[config.mk]
export PLATFORM = sky130hd
export DESIGN_NAME = fifo_wr_arbiter_flat
export DESIGN_NICKNAME = d
export VERILOG_FILES = /design/src/rtl/fifo_wr_arbiter_if.sv /design/src/rtl/fifo_wr_arbiter.sv /design/src/flat_wrapper.sv
export SDC_FILE = /design/constraint.sdc
export NUM_CORES = 1
export LEC_CHECK = 0
export ABC_CLOCK_PERIOD_IN_PS = 3100
export BUFFER_PORTS_ARGS = -buffer_cell sky130_fd_sc_hd__buf_2
export CAP_MARGIN = 20
export CELL_PAD_IN_SITES_DETAIL_PLACEMENT = 0
export CELL_PAD_IN_SITES_GLOBAL_PLACEMENT = 1
export CORE_ASPECT_RATIO = 1.4
export CORE_MARGIN = 2
export CORE_UTILIZATION = 24
export CTS_BUF_LIST = sky130_fd_sc_hd__clkbuf_4 sky130_fd_sc_hd__clkbuf_8
export CTS_CLUSTER_DIAMETER = 150
export DETAILED_ROUTE_END_ITERATION = 16
export GPL_ROUTABILITY_DRIVEN = 0
export HOLD_SLACK_MARGIN = 0.1
export PLACE_DENSITY = 0.88
export SLEW_MARGIN = 20
export SYNTH_ARGS = -nofsm -noshare
export SYNTH_HDL_FRONTEND = slang
export SYNTH_SLANG_ARGS = --single-unit
[constraint.sdc]
create_clock -name clk -period 3.1 [get_ports clk]
set_clock_uncertainty 0.2 [all_clocks]
set_input_delay 0.155 -clock clk [delete_from_list [all_inputs] [get_ports clk]]
set_output_delay 0.155 -clock clk [all_outputs]
set_load 0.05 [all_outputs]
[src/rtl/fifo_wr_arbiter_if.sv]
// ---------------------------------------------------------------------------
// fifo_wr_arbiter_if
//
// Bundles the producer handshake and the FIFO write-port signals that pass
// through fifo_wr_arbiter.
//
//   req_valid    [NUM_REQ]         producer i has a beat available
//   req_data     [NUM_REQ*DATA_W]  producer i data at [i*DATA_W +: DATA_W]
//   req_last     [NUM_REQ]         producer i's current beat ends its packet
//   req_ready    [NUM_REQ]         producer i's beat is accepted this cycle
//   fifo_full    [1]               FIFO full flag (backpressure)
//   fifo_cs      [1]               FIFO chip select
//   fifo_wr_enb  [1]               FIFO write enable
//   fifo_data_in [DATA_W]          FIFO write data
//   grant_id     [GW]              current / last granted producer
//   busy         [1]               a grant is active
//
// Modports:
//   master - the arbiter's view (drives ready, FIFO controls, status)
//   slave  - the environment's view (producers and FIFO)
// ---------------------------------------------------------------------------
interface fifo_wr_arbiter_if #(
  parameter int NUM_REQ = 4,
  parameter int DATA_W  = 32
);

  localparam int GW = $clog2(NUM_REQ);

  logic [NUM_REQ-1:0]        req_valid;
  logic [NUM_REQ*DATA_W-1:0] req_data;
  logic [NUM_REQ-1:0]        req_last;
  logic [NUM_REQ-1:0]        req_ready;
  logic                      fifo_full;
  logic                      fifo_cs;
  logic                      fifo_wr_enb;
  logic [DATA_W-1:0]         fifo_data_in;
  logic [GW-1:0]             grant_id;
  logic                      busy;

  modport master (
    input  req_valid,
    input  req_data,
    input  req_last,
    input  fifo_full,
    output req_ready,
    output fifo_cs,
    output fifo_wr_enb,
    output fifo_data_in,
    output grant_id,
    output busy
  );

  modport slave (
    output req_valid,
    output req_data,
    output req_last,
    output fifo_full,
    input  req_ready,
    input  fifo_cs,
    input  fifo_wr_enb,
    input  fifo_data_in,
    input  grant_id,
    input  busy
  );

endinterface

[src/rtl/fifo_wr_arbiter.sv]
// ---------------------------------------------------------------------------
// fifo_wr_arbiter
//
// Round-robin write arbiter sharing one synchronous FIFO write port among
// NUM_REQ producers. One producer at a time is granted for a burst of up to
// MAX_BURST beats; the grant ends early on a last beat or when the producer
// withdraws valid. FIFO full stalls the burst without releasing it.
//
// Ports:
//   clk  - rising-edge clock
//   rst  - asynchronous, active-high reset
//   bus  - fifo_wr_arbiter_if.master (producer handshake + FIFO write port)
//
// Parameters:
//   NUM_REQ   - number of producers (>= 2)
//   DATA_W    - data width, equal to the FIFO data width
//   MAX_BURST - maximum beats per grant (>= 1)
// ---------------------------------------------------------------------------
module fifo_wr_arbiter #(
  parameter int NUM_REQ   = 4,
  parameter int DATA_W    = 32,
  parameter int MAX_BURST = 4
) (
  input  logic               clk,
  input  logic               rst,
  fifo_wr_arbiter_if.master  bus
);

  localparam int GW = $clog2(NUM_REQ);
  localparam int BW = $clog2(MAX_BURST) + 1;

  typedef enum logic {
    IDLE  = 1'b0,
    GRANT = 1'b1
  } state_t;

  state_t          state;
  logic [GW-1:0]   grant_id;
  logic [GW-1:0]   rr_ptr;
  logic [BW-1:0]   beat_cnt;

  logic            pick_found;
  logic [GW-1:0]   pick_id;
  logic            cur_valid;
  logic            cur_last;
  logic [DATA_W-1:0] cur_data;
  logic            xfer;
  logic            burst_end;

  // Index that lies 'off' positions after 'base', wrapping at NUM_REQ.
  function automatic logic [GW-1:0] wrap_idx(input logic [GW-1:0] base,
                                             input int off);
    return GW'((int'(base) + off) % NUM_REQ);
  endfunction

  // Circular search starting just after the last released producer. The
  // loop walks from the farthest candidate to the nearest so the nearest
  // valid producer is the one left in pick_id.
  always_comb begin
    pick_found = 1'b0;
    pick_id    = '0;
    for (int k = NUM_REQ; k >= 1; k--) begin
      if (bus.req_valid[wrap_idx(rr_ptr, k)]) begin
        pick_found = 1'b1;
        pick_id    = wrap_idx(rr_ptr, k);
      end
    end
  end

  // Signals of the currently granted producer and the transfer condition.
  // A beat moves only in GRANT, only with the granted producer valid and
  // only while the FIFO has room.
  always_comb begin
    cur_valid = bus.req_valid[grant_id];
    cur_last  = bus.req_last[grant_id];
    cur_data  = bus.req_data[int'(grant_id)*DATA_W +: DATA_W];
    xfer      = (state == GRANT) && cur_valid && !bus.fifo_full;
    burst_end = cur_last || (beat_cnt == BW'(MAX_BURST - 1));
  end

  // Ready is one-hot on the granted producer and combinational so the FIFO
  // captures the beat on the same edge the producer sees it accepted.
  always_comb begin
    bus.req_ready = '0;
    if (xfer) begin
      bus.req_ready[grant_id] = 1'b1;
    end
  end

  assign bus.fifo_wr_enb  = xfer;
  assign bus.fifo_cs      = xfer;
  assign bus.fifo_data_in = (state == GRANT) ? cur_data : '0;
  assign bus.grant_id     = grant_id;
  assign bus.busy         = (state == GRANT);

  // Arbiter FSM. IDLE picks the next producer round-robin; GRANT counts
  // beats and releases on last, on burst limit or on withdrawal. A full
  // FIFO freezes everything so the grant survives the stall. rr_ptr resets
  // to the top index so producer 0 wins the first arbitration.
  always_ff @(posedge clk or posedge rst) begin
    if (rst) begin
      state    <= IDLE;
      grant_id <= '0;
      rr_ptr   <= GW'(NUM_REQ - 1);
      beat_cnt <= '0;
    end else begin
      case (state)
        IDLE: begin
          if (pick_found) begin
            grant_id <= pick_id;
            beat_cnt <= '0;
            state    <= GRANT;
          end
        end
        GRANT: begin
          if (!cur_valid) begin
            state  <= IDLE;
            rr_ptr <= grant_id;
          end else if (!bus.fifo_full) begin
            beat_cnt <= beat_cnt + 1'b1;
            if (burst_end) begin
              state  <= IDLE;
              rr_ptr <= grant_id;
            end
          end
        end
        default: state <= IDLE;
      endcase
    end
  end

endmodule

[src/flat_wrapper.sv]
// flat-port wrapper written by rule: the top's interface ports become plain ports
module fifo_wr_arbiter_flat 
#(
  parameter int NUM_REQ   = 4,
  parameter int DATA_W    = 32,
  parameter int MAX_BURST = 4
)
  (clk, rst, bus_req_valid, bus_req_data, bus_req_last, bus_fifo_full, bus_req_ready, bus_fifo_cs, bus_fifo_wr_enb, bus_fifo_data_in, bus_grant_id, bus_busy);
  fifo_wr_arbiter_if #(.NUM_REQ(NUM_REQ), .DATA_W(DATA_W)) bus_i ();
  input  logic clk;
  input  logic rst;
  input wire logic [$bits(bus_i.req_valid)-1:0] bus_req_valid;
  input wire logic [$bits(bus_i.req_data)-1:0] bus_req_data;
  input wire logic [$bits(bus_i.req_last)-1:0] bus_req_last;
  input wire logic [$bits(bus_i.fifo_full)-1:0] bus_fifo_full;
  output wire logic [$bits(bus_i.req_ready)-1:0] bus_req_ready;
  output wire logic [$bits(bus_i.fifo_cs)-1:0] bus_fifo_cs;
  output wire logic [$bits(bus_i.fifo_wr_enb)-1:0] bus_fifo_wr_enb;
  output wire logic [$bits(bus_i.fifo_data_in)-1:0] bus_fifo_data_in;
  output wire logic [$bits(bus_i.grant_id)-1:0] bus_grant_id;
  output wire logic [$bits(bus_i.busy)-1:0] bus_busy;
  assign bus_i.req_valid = bus_req_valid;
  assign bus_i.req_data = bus_req_data;
  assign bus_i.req_last = bus_req_last;
  assign bus_i.fifo_full = bus_fifo_full;
  assign bus_req_ready = bus_i.req_ready;
  assign bus_fifo_cs = bus_i.fifo_cs;
  assign bus_fifo_wr_enb = bus_i.fifo_wr_enb;
  assign bus_fifo_data_in = bus_i.fifo_data_in;
  assign bus_grant_id = bus_i.grant_id;
  assign bus_busy = bus_i.busy;
  fifo_wr_arbiter #(.NUM_REQ(NUM_REQ), .DATA_W(DATA_W), .MAX_BURST(MAX_BURST)) u_core (.clk(clk), .rst(rst), .bus(bus_i));
endmodule
==> results.sh <==
export IMPL_cpPeakStageDelay_ns=0.60
export IMPL_synth_top_area_share_pct=48.7
export IMPL_drt_initial_drc_count=42
export IMPL_final_antenna_net_count=0
export IMPL_synthesis_instances=133
export IMPL_core_area_sq_um=6170
export IMPL_avgRoutedWirePerCell_microns=15.7
export IMPL_arrival_ns=2.05
export IMPL_r2r_start="u_core.bus.grant_id[0]$_DFFE_PP0P_"
export IMPL_grt_pass1_wl_microns=8610
export IMPL_numCtsBuffers=3
export IMPL_synth_area_leaders="mux4_2 49%, and2_1 13%, dfrtp_1 9.8%"
export IMPL_setup_viol=0
export IMPL_grt_max_degree=42
export IMPL_holdCritPathClass="in -> reg"
export IMPL_syn_num_nets=274
export IMPL_critPathLaunchType="register"
export IMPL_avgSynthCellArea_sq_um=11.5
export IMPL_yosysWarnings=0
export IMPL_antenna_found_initial=0
export IMPL_grt_remaining_overflow=0
export IMPL_fin_crit_sh_pct=77.7
export IMPL_grt_pass1_vias=1724
export IMPL_nNetsFinal=449
export IMPL_fmax_mhz=415
export IMPL_post_place_ws_ns=0.916
export IMPL_clockBufferDepth=2
export IMPL_antennaDiodeCount=0
export IMPL_die_w_microns=71.4
export IMPL_first_pass_iters=4
export IMPL_hold_viol=0
export IMPL_status="completed"
export IMPL_ys_types=30
export IMPL_cts_sinks=8
export IMPL_synth_largest_area_cell="mux4_2"
export IMPL_die_h_microns=98.4
export IMPL_timing_critical_path_buf_inv=2
export IMPL_drv_cap=0
export IMPL_cts_root_buf="clkbuf_8"
export IMPL_dp_hpwl_microns=5100
export IMPL_routed_wl_microns=5940
export IMPL_ys_ff_latch=8
export IMPL_min_from="bus_req_valid[2]"
export IMPL_path_cells="mux4_2 -> nand3b_1 -> inv_1 -> and3_1 -> buf_2"
export IMPL_io_pins=180
export IMPL_min_to="u_core.bus.grant_id[1]$_DFFE_PP0P_"
export IMPL_reg2reg_slack_ns=1.08
export IMPL_tns_ns=0
export IMPL_syn_to_final_growth_pct=67.0
export IMPL_relSlewSlack_pct=47.8
export IMPL_fin_ws_ns=0.692
export IMPL_layout_common_cells="179 x buf_2, 33 x mux4_2, 32 x and2_1"
export IMPL_r2r_end="u_core.rr_ptr[0]$_DFFE_PP1P_"
export IMPL_syn_area_sq_um=1530
export IMPL_vias=1809
export IMPL_cpLargestDelayFamily="multiplexers"
export IMPL_clk_latency_ns=0.23
export IMPL_postCtsResizedCells=0
export IMPL_drv_slew=0
export IMPL_drc=0
export IMPL_die_area_sq_um=7020
export IMPL_timing_final_crit_period_ns=2.41
export IMPL_irDropWorstVdd_mv=0.612
export IMPL_cts_tree="done"
export IMPL_drive_above_1_share_pct=73.0
export IMPL_yosysSeqAreaShare_pct=13.3
export IMPL_grt_use_total_pct=15.4
export IMPL_start_util_pct=24.7
export IMPL_port_buffer_count=179
export IMPL_powerDensity_nw_per_um2=1090
export IMPL_cp_max_fo=14
export IMPL_path_clk_slew_ns=0.04
export IMPL_required_ns=2.74
export IMPL_rsz0062_at_grt="no"
export IMPL_tightest_slew_ns=0.776
export IMPL_p_leak_nw=1.31
export IMPL_reg2reg_depth=4
export IMPL_setup_worst_path_class="reg -> out"
export IMPL_htree_levels=1
export IMPL_holdPathStages=3
export IMPL_final_common_cell="buf_2"
export IMPL_endpoint_kind="output pin"
export IMPL_slowest_stage="mux4_2"
export IMPL_rows=34
export IMPL_via_per_inst=4.77
area by class of cell:
| class | instances | area [sq um] |
|---|---|---|
| sequential | 8 | 204 |
| timing repair buffer | 184 | 951 |
| multi-input combinational | 107 | 1240 |
| tap | 72 | 90.1 |
| clock buffer | 4 | 48.8 |
| inverter | 4 | 15.0 |
| fill | 613 | 3620 |
state kept, by name (all words and copies together), names as in the netlist:
signal,flops
u_core.beat_cnt,3
u_core.bus.busy,1
u_core.rr_ptr,2
u_core.bus.grant_id,2
how the worst max path moves through the flow:
| stage | slack, ns | end | start | depth (start not counted) |
|---|---|---|---|---|
| 2_1_floorplan | 0.30 | bus_req_ready[1] | u_core.bus.grant_id[0]$_DFFE_PP0P_ | 4 |
| 3_3_place_gp | 0.95 | bus_req_ready[3] | u_core.bus.grant_id[0]$_DFFE_PP0P_ | 5 |
| 3_5_place_dp | 0.92 | bus_req_ready[3] | u_core.bus.grant_id[0]$_DFFE_PP0P_ | 5 |
| 4_1_cts | 0.67 | bus_req_ready[3] | u_core.bus.grant_id[0]$_DFFE_PP0P_ | 5 |
| 5_1_grt | 0.58 | bus_req_ready[3] | u_core.bus.grant_id[0]$_DFFE_PP0P_ | 5 |
| 6_report | 0.69 | bus_req_ready[3] | u_core.bus.grant_id[0]$_DFFE_PP0P_ | 5 |
cells in the mapped netlist:
cell type	n
o31ai_1	1
ha_1	2
nand3b_1	2
and3_1	1
xnor2_1	1
o221ai_1	1
buf_4	2
mux2_2	1
nor2_1	4
nor3_1	1
nand2_1	3
o21a_1	1
nand2b_1	3
a31o_2	1
dfstp_2	2
clkbuf_1	6
nor2b_1	2
mux2_1	2
and2_1	32
nor3b_1	1
nor4_1	1
a22o_1	2
mux2i_1	4
a21oi_1	3
buf_2	6
o21ai_0	3
mux4_2	33
a31oi_1	2
inv_1	4
dfrtp_1	6
worst min-delay path: stages:
cell     delay [ns]
buf_2          0.13
nor2_1         0.11
o31ai_1        0.09
logic make-up (layout without fill, tap and decap cells):
logic type / Yosys count / after routing / synth area share, %
adders and majority gates: 2 / 2 / 1.64
AOI/OAI and AO/OA: 14 / 14 / 6.07
xor gates and xnor gates: 1 / 1 / 0.574
buffers and inverters: 18 / 192 / 5.41
muxes: 40 / 40 / 53.5
and+or+nand+nor: 50 / 50 / 19.5
DFF: 8 / 8 / 13.3
routing by layer:
| metal | global-route usage (%) | vias to the layer above | routed length, microns |
|---|---|---|---|
| met5 | 0 | - | 0 |
| met4 | 2.18 | 0 | 74 |
| met3 | 3.30 | 6 | 513 |
| met2 | 29.2 | 95 | 3220 |
| met1 | 17.8 | 837 | 2140 |
| li1 | - | 871 | - |
power breakdown:
group	internal [mW]	total [mW]	switching [mW]
combinational	0.874	2.38	1.51
clock	0.0978	0.138	0.0406
sequential	0.161	0.246	0.0851
total	1.13	2.77	1.64
stage by stage:
step / area, sq um / hold slack (ns) / power, mW / instances / utilization (%)
finish: 2550 / 0.104 / 2.77 / 379 / 41.3
global route: 2550 / 0.115 / 2.92 / 379 / 41.3
CTS: 2550 / 0.107 / 2.80 / 379 / 41.3
detailed placement: 2480 / -0.0809 / 2.66 / 373 / 40.2
global placement: 2480 / -0.0861 / 2.62 / 373 / 40.2
floorplan: 1530 / -0.231 / 2.17 / 133 / -
timing repair:
action / CTS / global route
hold endpoints to repair: 9 / 0
setup buffers: 0 / 0
hold buffers: 2 / 0
No activity file was read; power rests on OpenSTA's default activity.
